===== src/rtl/sonar_pkg.sv =====
// Shared sonar definitions: ping sequencer states and the default counter width
// used by both the sequencer and the downstream time-of-flight consumer.
package sonar_pkg;

  localparam int unsigned CNT_W_DEFAULT = 32;

  typedef enum logic [2:0] {
    ST_IDLE,
    ST_ALIGN,
    ST_BURST,
    ST_BLANK,
    ST_LISTEN,
    ST_REPORT
  } ping_state_t;

endpackage


===== src/rtl/echo_sync.sv =====
// Two-flop synchronizer for an asynchronous comparator input, plus one history
// flop so a single-cycle rising-edge pulse can be produced in the clk domain.
module echo_sync (
  input  logic clk,
  input  logic rst,
  input  logic async_in,
  output logic rise
);

  // sync_reg[0] is the metastability catcher; rise is taken from [1] vs [2]
  logic [2:0] sync_reg;

  always_ff @(posedge clk) begin
    if (rst) begin
      sync_reg <= '0;
    end else begin
      sync_reg <= {sync_reg[1:0], async_in};
    end
  end

  assign rise = sync_reg[1] & ~sync_reg[2];

endmodule


===== src/rtl/ping_ctrl.sv =====
// Sonar ping sequencer: gates the tone into a burst of whole periods, blanks
// ring-down, then times the first echo edge and hands the result over valid/ready.
module ping_ctrl
  import sonar_pkg::*;
#(
  parameter int unsigned BURST_CYCLES = 8,
  parameter int unsigned BLANK_CLKS   = 1000,
  parameter int unsigned TIMEOUT_CLKS = 1000000,
  parameter int unsigned CNT_W        = CNT_W_DEFAULT
) (
  input  logic             clk,
  input  logic             rst,
  input  logic             wave_in,
  input  logic             start,
  input  logic             echo_in,
  output logic             tx_out,
  output logic             tx_en,
  output logic             busy,
  output logic [CNT_W-1:0] tof,
  output logic             tof_timeout,
  output logic             tof_valid,
  input  logic             tof_ready
);

  localparam logic [CNT_W-1:0] BURST_LAST   = CNT_W'(BURST_CYCLES);
  localparam logic [CNT_W-1:0] BLANK_LAST   = CNT_W'(BLANK_CLKS - 1);
  localparam logic [CNT_W-1:0] TIMEOUT_LAST = CNT_W'(TIMEOUT_CLKS - 1);
  localparam logic [CNT_W-1:0] TIMEOUT_VAL  = CNT_W'(TIMEOUT_CLKS);
  localparam logic [CNT_W-1:0] CNT_ONE      = CNT_W'(1);

  ping_state_t      state_reg, state_next;
  logic             wave_d_reg;
  logic             tx_out_reg, tx_out_next;
  logic [CNT_W-1:0] edge_cnt_reg, edge_cnt_next;
  logic [CNT_W-1:0] blank_cnt_reg, blank_cnt_next;
  logic [CNT_W-1:0] tof_cnt_reg, tof_cnt_next;
  logic [CNT_W-1:0] tof_reg, tof_next;
  logic             tof_timeout_reg, tof_timeout_next;
  logic             wave_rise;
  logic             echo_rise;

  echo_sync u_echo_sync (
    .clk      (clk),
    .rst      (rst),
    .async_in (echo_in),
    .rise     (echo_rise)
  );

  assign wave_rise = wave_in & ~wave_d_reg;

  always_ff @(posedge clk) begin
    if (rst) begin
      state_reg       <= ST_IDLE;
      wave_d_reg      <= 1'b0;
      tx_out_reg      <= 1'b0;
      edge_cnt_reg    <= '0;
      blank_cnt_reg   <= '0;
      tof_cnt_reg     <= '0;
      tof_reg         <= '0;
      tof_timeout_reg <= 1'b0;
    end else begin
      state_reg       <= state_next;
      wave_d_reg      <= wave_in;
      tx_out_reg      <= tx_out_next;
      edge_cnt_reg    <= edge_cnt_next;
      blank_cnt_reg   <= blank_cnt_next;
      tof_cnt_reg     <= tof_cnt_next;
      tof_reg         <= tof_next;
      tof_timeout_reg <= tof_timeout_next;
    end
  end

  always_comb begin
    state_next       = state_reg;
    tx_out_next      = 1'b0;
    edge_cnt_next    = edge_cnt_reg;
    blank_cnt_next   = blank_cnt_reg;
    tof_cnt_next     = tof_cnt_reg;
    tof_next         = tof_reg;
    tof_timeout_next = tof_timeout_reg;
    case (state_reg)
      ST_IDLE: begin
        if (start) state_next = ST_ALIGN;
      end
      ST_ALIGN: begin
        // Burst starts on a tone edge so the first emitted period is whole
        if (wave_rise) begin
          state_next    = ST_BURST;
          tof_cnt_next  = '0;
          edge_cnt_next = CNT_ONE;
          tx_out_next   = wave_in;
        end
      end
      ST_BURST: begin
        tof_cnt_next = tof_cnt_reg + CNT_ONE;
        tx_out_next  = wave_in;
        if (wave_rise) begin
          if (edge_cnt_reg == BURST_LAST) begin
            state_next     = ST_BLANK;
            tx_out_next    = 1'b0;
            blank_cnt_next = '0;
          end else begin
            edge_cnt_next = edge_cnt_reg + CNT_ONE;
          end
        end
      end
      ST_BLANK: begin
        tof_cnt_next = tof_cnt_reg + CNT_ONE;
        if (blank_cnt_reg == BLANK_LAST) begin
          state_next = ST_LISTEN;
        end else begin
          blank_cnt_next = blank_cnt_reg + CNT_ONE;
        end
      end
      ST_LISTEN: begin
        tof_cnt_next = tof_cnt_reg + CNT_ONE;
        // An echo landing on the timeout cycle still counts as a real echo
        if (echo_rise) begin
          state_next       = ST_REPORT;
          tof_next         = tof_cnt_reg;
          tof_timeout_next = 1'b0;
        end else if (tof_cnt_reg == TIMEOUT_LAST) begin
          state_next       = ST_REPORT;
          tof_next         = TIMEOUT_VAL;
          tof_timeout_next = 1'b1;
        end
      end
      ST_REPORT: begin
        if (tof_ready) state_next = ST_IDLE;
      end
      default: begin
        state_next = ST_IDLE;
      end
    endcase
  end

  assign tx_out      = tx_out_reg;
  assign tx_en       = (state_reg == ST_BURST);
  assign busy        = (state_reg != ST_IDLE);
  assign tof         = tof_reg;
  assign tof_timeout = tof_timeout_reg;
  assign tof_valid   = (state_reg == ST_REPORT);

endmodule


===== config.mk =====
export PLATFORM = sky130hd
export DESIGN_NAME = ping_ctrl
export DESIGN_NICKNAME = d
export VERILOG_FILES = /design/src/rtl/sonar_pkg.sv /design/src/rtl/echo_sync.sv /design/src/rtl/ping_ctrl.sv
export SDC_FILE = /design/constraint.sdc
export NUM_CORES = 1
export LEC_CHECK = 0
export CAP_MARGIN = 20
export CORE_UTILIZATION = 45
export DETAILED_ROUTE_END_ITERATION = 16
export REMOVE_ABC_BUFFERS = 1
export SLEW_MARGIN = 20
export SYNTH_ARGS = -nofsm -noshare
export SYNTH_HDL_FRONTEND = slang
export SYNTH_HIERARCHICAL = 1
export SYNTH_SLANG_ARGS = --single-unit
export TNS_END_PERCENT = 100

===== constraint.sdc =====
create_clock -name clk -period 6 [get_ports clk]
set_input_delay 1.8 -clock clk [delete_from_list [all_inputs] [get_ports clk]]
set_output_delay 1.8 -clock clk [all_outputs]
set_load 0.02 [all_outputs]

==> flow_summary.yaml, run 1 <==
run_status:
  outcome: "finished, final reports clean"
clock_tree:
  cts_setup_buffers: 0
  cts_buffers: 17
  cts.repair.resized: 0
  cts_tree: "yes"
  postCtsHoldBufs: 0
  htreeDepth: 4
  clk_pin_slew_worst_paths_ns: 0.06
  clk_path_buf_depth: 2
  cts_root_buf: "clkbuf_16"
  clk_latency_ns: 0.42
  clock-sinks: 137
worst_hold_path:
  min_path_cells: 1
  hp-class: "flop to flop"
  whs_endpoint: "u_echo_sync/sync_reg[2]$_SDFF_PP0_"
  min-delay-start: "u_echo_sync/sync_reg[1]$_SDFF_PP0_"
route:
  wl_per_cell_um: 16.0
  drt-total-wl_um: 15400
  vias: 5489
  drtIter0Drc: 320
  via_per_inst: 5.69
  ant_nets: 0
  drtPass1Iterations: 5
  drc: 0
finish:
  final_util_pct: 55.9
  fin_nets: 786
  antenna_cells: 0
  final_layout_size_suffix_gt1_share_pct: 5.84
  area_growth_pct: 19.3
power:
  p_per_area_nw_per_um2: 292
  ir_drop_mv: 0.196
  total_power_mw: 2.20
  p_leak_nw: 2.55
sta:
  rsz0062_at_grt: "false"
  setup_viol: 0
  fin_setup_tns_ns: 0
  fin_crit_ns: 3.86
  finalClockSkew_ns: 0.00596
  fin_ws_ns: 2.14
  timing.final.crit_share_pct: 64.3
  maxSlewHeadroom_pct: 32.8
  drv_slew: 0
  max_freq_mhz: 259
  tightest_slew_ns: 1.01
  timing_hold_violations_final: 0
worst_setup_path:
  worstPathArrival_ns: 2.06
  reg2reg_to: "blank_cnt_reg[9]$_SDFFE_PP0P_"
  worstPathRequired_ns: 4.20
  reg2regPathDepth: 9
  critPathLaunchType: "flop"
  max_stage_delay_ns: 0.69
  critical_path.max_fanout: 11
  end_kind: "primary output"
  slowest_stage: "clkdlybuf4s50_1"
  ff2ff_setup_slack_ns: 3.22
  criticalPathCategory: "flop to primary output"
  crit_chain: "nor3b_1, clkdlybuf4s50_1"
  reg2reg_from: "edge_cnt_reg[0]$_SDFFE_PP0P_"
synthesis:
  yosysWarnings: 6
  synth-seq-cells: 137
  syn_area_um2: 6300
  yosysTopAreaCell: "dfxtp_1"
  async_flop_share_pct: 0
  synth_edf_count: 0
  synth.distinct_cells: 56
  synth_area_per_cell_um2: 8.44
  syn_inst: 746
  ys.flop_type: "dfxtp_1"
  netlist.area_leader.share_pct: 43.5
  ys_top_cells_by_area: "dfxtp_1 44%, nor2_1 7.9%, xor2_1 6.3%"
  ys_seq_area_share_pct: 43.5
die:
  io_pins: 43
  start_util_pct: 46.8
  die_y_um: 120
  die_w_um: 120
  rows: 42
  dieArea_um2: 14500
  core_um2: 13500
grt:
  grt_usage_pct: 22.4
  grt-ovfl-total: 0
  grt_pass1_wl_um: 25900
  first_global_vias: 5074
  grt_max_degree: 35
  grt_antenna_before_repair: 0
placement:
  port_buffers: 42
  place_congestion: 0.840
  hpwlAfterDp_um: 10600
  dp_slack_ns: 1.73
run:
  maxCapViolCount: 0
## Yosys cell counts, types with 3 or more instances
cell       number
nand3_1        32
nor2b_1         7
a211oi_1        9
inv_1          15
ha_1            4
nand4_1        19
a21oi_1        30
nand2b_1        3
xor2_1         45
a31oi_1         3
nor4b_1         3
or3_1          19
and2_1          9
nand2_1        32
o21ai_0        24
o211ai_1       14
or4_1           3
o21ai_1         3
and4_1         10
o2111ai_1      12
nor3_1         22
xnor2_1        26
buf_1           4
nand4b_1        3
and3_1         19
buf_2           3
clkbuf_1       30
nor2_1        132
dfxtp_1       137
nor4_1         19
a22oi_1        26
## power breakdown
part	internal (mW)	switching [mW]	leakage [nW]
combinational	0.0232	0.0546	1.13
clock	0.800	0.395	0.323
sequential	0.915	0.00860	1.10
total	1.74	0.459	2.55
## kinds of logic (layout without fill, tap and decap cells)
group	count (synthesis)	in the layout	share of synthesized area, %
buf+inv	52	94	3.16
flops	137	137	43.5
mux	2	2	0.318
xor+xnor	71	71	9.87
simple gates	344	344	27.8
fa+ha+maj	4	4	0.794
compound gates	136	136	14.5
## through the flow
stage	std cells	cell area, µm²	hold WS, ns
6_report	964	7510	0.467
5_1_grt	964	7510	0.482
4_1_cts	964	7510	0.470
3_5_place_dp	933	6840	0.454
3_3_place_gp	933	6840	0.457
2_1_floorplan	709	6160	0.414
## worst max-delay path, delay by kind of cell (launching register included)
| family | cells | cell delay [ns] |
|---|---|---|
| buffers and inverters | 1 | 0.69 |
| flip-flops | 1 | 0.52 |
| AND/OR/NAND/NOR | 1 | 0.43 |
## routing by layer
layer	share of wire (%)	wire [µm]	track usage (%)
met1	50	7750	31.6
met2	44	6830	33.4
met4	1.0	160	6.48
met3	4.6	703	5.90
met5	0	0	0
## worst max-delay path by stage
stage	start	endpoint	slack (ns)	cells after the start
6_report	state_reg[1]$_SDFFE_PP0P_	tx_en	2.14	2
5_1_grt	wave_in	blank_cnt_reg[9]$_SDFFE_PP0P_	1.90	8
4_1_cts	state_reg[1]$_SDFFE_PP0P_	tx_en	2.07	2
3_5_place_dp	wave_in	blank_cnt_reg[9]$_SDFFE_PP0P_	1.73	8
3_3_place_gp	wave_in	tof_cnt_reg[21]$_SDFFE_PP0P_	1.81	6
2_1_floorplan	wave_in	edge_cnt_reg[12]$_SDFFE_PP0P_	2.15	5
## layout by cell type, fill, tap and decap left out, types with 2 or more instances in the layout
master             n
dfxtp_1          137
nor4b_1            3
nand3_1           32
o2111ai_1         12
a21oi_1           30
clkinvlp_4         2
and3_1            19
ha_1               4
xnor2_1           26
xor2_1            45
and2_1             9
o21ai_0           24
or3_1             19
nor4_1            19
nand2b_1           2
buf_4              6
o211ai_1          14
nor2b_1            7
mux2i_1            2
nand2_1           32
nand4b_1           3
nor3_1            22
or4_1              3
clkbuf_8           2
bufinv_16          6
o21a_1             2
nor4bb_1           2
clkbuf_16         17
a31oi_1            3
a211oi_1           9
a22oi_1           26
inv_1             15
nand4_1           19
clkdlybuf4s50_1   41
nor2_1           132
and4_1            10
o21ai_1            3
o2111a_1           2
## area by class of cell
class	count	area, µm²
clock buffer	20	457
timing repair buffer	48	460
multi-input combinational	557	3360
inverter	15	56.3
fill	1270	5940
clock inverter	11	218
sequential	137	2740
tap	176	220
Note: power is estimated with default switching activity, not from simulation.
==> run 2: changes to the inputs <==
==> constraint.sdc (replaced) <==
create_clock -name clk -period 3.75 [get_ports clk]
set_input_delay 1.125 -clock clk [delete_from_list [all_inputs] [get_ports clk]]
set_output_delay 1.125 -clock clk [all_outputs]
set_load 0.02 [all_outputs]
==> run 2 against run 1 <==
Effect of this change: global-route usage up 0.12 points; via count grew 1.7%; final area unchanged; clock skew barely moved; first-iteration DRC count up 26%; register-to-register slack worse by 2.3 ns; sequential power up 60%.
==> flow_summary.yaml, run 2 (same netlist as run 1, synthesis figures left out) <==
finish:
  final_common_cell: "dfxtp_1"
  area_growth_pct: 19.3
  final_cell_mix: "137 x dfxtp_1, 132 x nor2_1, 45 x xor2_1"
  final_layout_size_suffix_gt1_share_pct: 6.44
  fin_nets: 789
  antenna_cells: 0
  final_util_pct: 55.9
route:
  via_per_inst: 5.77
  vias: 5581
  drc: 0
  drtPass1Iterations: 5
  drtIter0Drc: 402
  wl_per_cell_um: 16.0
  ant_nets: 0
  drt-total-wl_um: 15500
grt:
  grt_antenna_before_repair: 0
  grt_util_met2_pct: 35.6
  grtUsageMet3_pct: 4.29
  first_global_vias: 5254
  grt_max_degree: 44
  grt-ovfl-total: 0
  grt_pass1_wl_um: 26000
  grt_usage_pct: 22.5
  grt.met1_usage_pct: 30.6
  busiest_layer: "met2"
worst_setup_path:
  critPathLaunchType: "flop"
  max_stage_delay_ns: 0.69
  reg2regPathDepth: 5
  worstPathArrival_ns: 2.06
  slowest_stage: "clkdlybuf4s50_1"
  crit_chain: "nor3b_1, clkdlybuf4s50_1"
  reg2reg_to: "tof[23]$_SDFFE_PP0P_"
  ff2ff_setup_slack_ns: 0.92
  criticalPathCategory: "flop to primary output"
  critical_path.max_fanout: 11
  cp_num_buf_inv: 1
  reg2reg_from: "state_reg[2]$_SDFFE_PP0P_"
  worstPathRequired_ns: 2.62
  end_kind: "primary output"
  cpLargestDelayFamily: "buffers and inverters"
clock_tree:
  cts_setup_buffers: 0
  clk_path_buf_depth: 2
  clock-sinks: 137
  postCtsHoldBufs: 0
  cts_root_buf: "clkbuf_16"
  clk_latency_ns: 0.43
  cts.repair.resized: 0
  htreeDepth: 4
  clk_pin_slew_worst_paths_ns: 0.06
  cts_buffers: 17
  cts_tree: "yes"
sta:
  rsz0062_at_grt: "false"
  fin_crit_ns: 3.19
  finalClockSkew_ns: 0.00629
  fin_ws_ns: 0.564
  max_freq_mhz: 314
  setup_viol: 0
  timing.final.crit_share_pct: 85.0
  tightest_slew_ns: 1.04
  maxSlewHeadroom_pct: 31.0
  drv_slew: 0
  fin_setup_tns_ns: 0
  timing_hold_violations_final: 0
die:
  die_y_um: 120
  die_w_um: 120
  dieArea_um2: 14500
  io_pins: 43
  start_util_pct: 46.8
  core_um2: 13500
  rows: 42
power:
  p_per_area_nw_per_um2: 457
  total_power_mw: 3.43
  ir_drop_mv: 0.316
  p_leak_nw: 2.57
run_status:
  outcome: "finished, final reports clean"
placement:
  hpwlAfterDp_um: 10600
  dp_slack_ns: 0.392
  port_buffers: 42
  place_congestion: 0.864
worst_hold_path:
  whs_endpoint: "u_echo_sync/sync_reg[1]$_SDFF_PP0_"
  hp-class: "flop to flop"
  min_path_cells: 1
  min-delay-start: "u_echo_sync/sync_reg[0]$_SDFF_PP0_"
run:
  maxCapViolCount: 0
run 2: changes by cell type in the layout (fill, tap and decap cells not counted), sizes merged:
cell    delta
inv        -1
clkinv     +4
bufinv     -1
clkbuf     -1
buf        +3
run 2: layout make-up:
class,instances,area [µm²]
clock buffer,19,453
fill,1283,5940
inverter,15,56.3
sequential,137,2740
timing repair buffer,51,483
tap,176,220
clock inverter,13,199
multi-input combinational,557,3360
run 2: worst max-delay path by stage:
stage | start | endpoint | slack [ns] | depth (start not counted)
floorplan | wave_in | edge_cnt_reg[12]$_SDFFE_PP0P_ | 0.57 | 5
global placement | wave_in | tof_cnt_reg[30]$_SDFFE_PP0P_ | 0.45 | 7
detailed placement | wave_in | tof_cnt_reg[28]$_SDFFE_PP0P_ | 0.39 | 7
CTS | state_reg[1]$_SDFFE_PP0P_ | tx_en | 0.51 | 2
global route | state_reg[1]$_SDFFE_PP0P_ | tx_en | 0.45 | 2
finish | state_reg[1]$_SDFFE_PP0P_ | tx_en | 0.56 | 2
run 2: metal layers:
layer | vias up | wire, µm
met3 | 16 | 652
met4 | 0 | 198
met2 | 125 | 7120
met1 | 2683 | 7550
met5 | - | 0
li1 | 2757 | -
run 2: power by group:
group | leakage [nW] | total, mW | switching, mW | internal (mW)
logic | 1.14 | 0.127 | 0.0877 | 0.0394
registers | 1.10 | 1.48 | 0.0137 | 1.46
clock network | 0.319 | 1.83 | 0.621 | 1.21
total | 2.57 | 3.43 | 0.723 | 2.71
run 2: worst register-to-register path, stage by stage, from the launching register on:
cell      delay [ns]
dfxtp_1         0.55
inv_1           0.16
nor3_1          0.72
nand2b_1        0.77
a22oi_1         0.42
nor2_1          0.09
run 2: stage by stage:
step                area, µm²  hold WS, ns  std cells
CTS                      7510        0.467        968
floorplan                6160        0.414        709
finish                   7510        0.464        968
global route             7510        0.483        968
global placement         6860        0.432        936
detailed placement       6860        0.440        936
==> run 3: changes to the inputs <==
==> constraint.sdc (replaced) <==
create_clock -name clk -period 3.2 [get_ports clk]
set_input_delay 0.96 -clock clk [delete_from_list [all_inputs] [get_ports clk]]
set_output_delay 0.96 -clock clk [all_outputs]
set_load 0.02 [all_outputs]
==> run 3 against run 2 <==
Effect of this change: clock power is 26% higher; critical endpoint unchanged; global-route usage is 0.13 points lower; combinational power is 31% higher; register-to-register slack worse by 0.19 ns; wire length hardly changed; critical path type unchanged; highest routed layer unchanged.
==> flow_summary.yaml, run 3 (same netlist as run 1, synthesis figures left out) <==
grt:
  grt_pass1_wl_um: 25700
  grt_usage_pct: 22.4
  grt_antenna_before_repair: 0
  grt-ovfl-total: 0
  first_global_vias: 5122
  grt_max_degree: 41
route:
  via_per_inst: 5.68
  drc: 0
  drt-total-wl_um: 15500
  ant_nets: 0
  wl_per_cell_um: 15.9
  vias: 5554
  drtPass1Iterations: 4
  drtIter0Drc: 412
sta:
  tightest_slew_ns: 0.941
  maxSlewHeadroom_pct: 36.6
  timing.final.crit_share_pct: 92.4
  fin_crit_ns: 2.96
  finalClockSkew_ns: 0.00712
  fin_setup_tns_ns: 0
  max_freq_mhz: 338
  hold_slack_ns: 0.461
  rsz0062_at_grt: "false"
  timing_hold_violations_final: 0
  drv_slew: 0
  setup_viol: 0
clock_tree:
  clk_latency_ns: 0.42
  cts.repair.resized: 0
  cts_tree: "yes"
  cts_setup_buffers: 0
  htreeDepth: 4
  cts_buffers: 17
  cts_root_buf: "clkbuf_16"
  clock-sinks: 137
  clk_pin_slew_worst_paths_ns: 0.06
  clk_path_buf_depth: 2
  postCtsHoldBufs: 0
finish:
  area_growth_pct: 21.4
  final_layout_size_suffix_gt1_share_pct: 7.49
  final_common_cell: "dfxtp_1"
  multiInputGateArea_um2: 3370
  antenna_cells: 0
  final_cell_mix: "137 x dfxtp_1, 132 x nor2_1, 45 x xor2_1"
  final_util_pct: 56.9
  design_area_um2: 7650
  fin_nets: 798
  seqCellArea_um2: 2740
  fillers: 1226
power:
  p_per_area_nw_per_um2: 550
  total_power_mw: 4.21
  ir_drop_mv: 0.378
  p_leak_nw: 2.63
worst_setup_path:
  worstPathArrival_ns: 2.00
  criticalPathCategory: "flop to primary output"
  critical_path.max_fanout: 11
  crit_chain: "nor3b_2, clkdlybuf4s50_1"
  reg2reg_from: "state_reg[1]$_SDFFE_PP0P_"
  critPathLaunchType: "flop"
  crit_start: "state_reg[1]$_SDFFE_PP0P_"
  max_stage_delay_ns: 0.68
  worstPathRequired_ns: 2.24
  end_kind: "primary output"
  slowest_stage: "clkdlybuf4s50_1"
die:
  core_um2: 13500
  die_w_um: 120
  io_pins: 43
  dieArea_um2: 14500
  die_y_um: 120
  rows: 42
  start_util_pct: 46.8
worst_hold_path:
  hp-class: "flop to flop"
  min-delay-start: "u_echo_sync/sync_reg[0]$_SDFF_PP0_"
placement:
  place_congestion: 0.861
  hpwlAfterDp_um: 10600
  port_buffers: 42
  dpl_cell_area_um2: 6940
run:
  maxCapViolCount: 0
run_status:
  outcome: "finished, final reports clean"
run 3: layout make-up:
| class | count | area share [%] |
|---|---|---|
| clock buffer | 20 | 5.97 |
| clock inverter | 12 | 3.19 |
| inverter | 15 | 0.736 |
| multi-input combinational | 557 | 44.0 |
| sequential | 137 | 35.9 |
| tap | 176 | 2.88 |
| timing repair buffer | 60 | 7.36 |
run 3: worst max-delay path, delay by kind of cell, from the launching register on:
family | cells | cell delay, ns
buffers and inverters | 1 | 0.68
flip-flops | 1 | 0.50
AND/OR/NAND/NOR | 1 | 0.40
run 3: metal layers:
layer  part of all wire [%]  wire length (µm)  track usage, %  vias up
met5                      0                 0               0        -
met4                   0.99               153            6.33        0
met3                    4.8               741            5.75       12
met2                     46              7100            33.6      125
met1                     48              7520            31.6     2646
li1                       -                 -               -     2771
run 3: metrics by stage:
step / worst slack (ns) / instances
6_report: 0.242 / 977
5_1_grt: 0.171 / 977
4_1_cts: 0.0473 / 977
3_5_place_dp: 0.0998 / 945
3_3_place_gp: 0.206 / 945
2_1_floorplan: 0.190 / 709
run 3: final timing paths:
kind / endpoint / slack (ns) / cells after the start
worst max register to register: blank_cnt_reg[9]$_SDFFE_PP0P_ / 0.73 / 6
worst min-delay path: u_echo_sync/sync_reg[1]$_SDFF_PP0_ / 0.46 / 1
worst max-delay path: tx_en / 0.24 / 2
worst min register to register: u_echo_sync/sync_reg[1]$_SDFF_PP0_ / 0.46 / 1
run 3: report_power, final:
part | internal (mW) | leakage [nW] | total (mW) | switching (mW)
registers | 1.72 | 1.10 | 1.73 | 0.0108
logic | 0.0541 | 1.19 | 0.166 | 0.112
clock network | 1.58 | 0.336 | 2.31 | 0.735
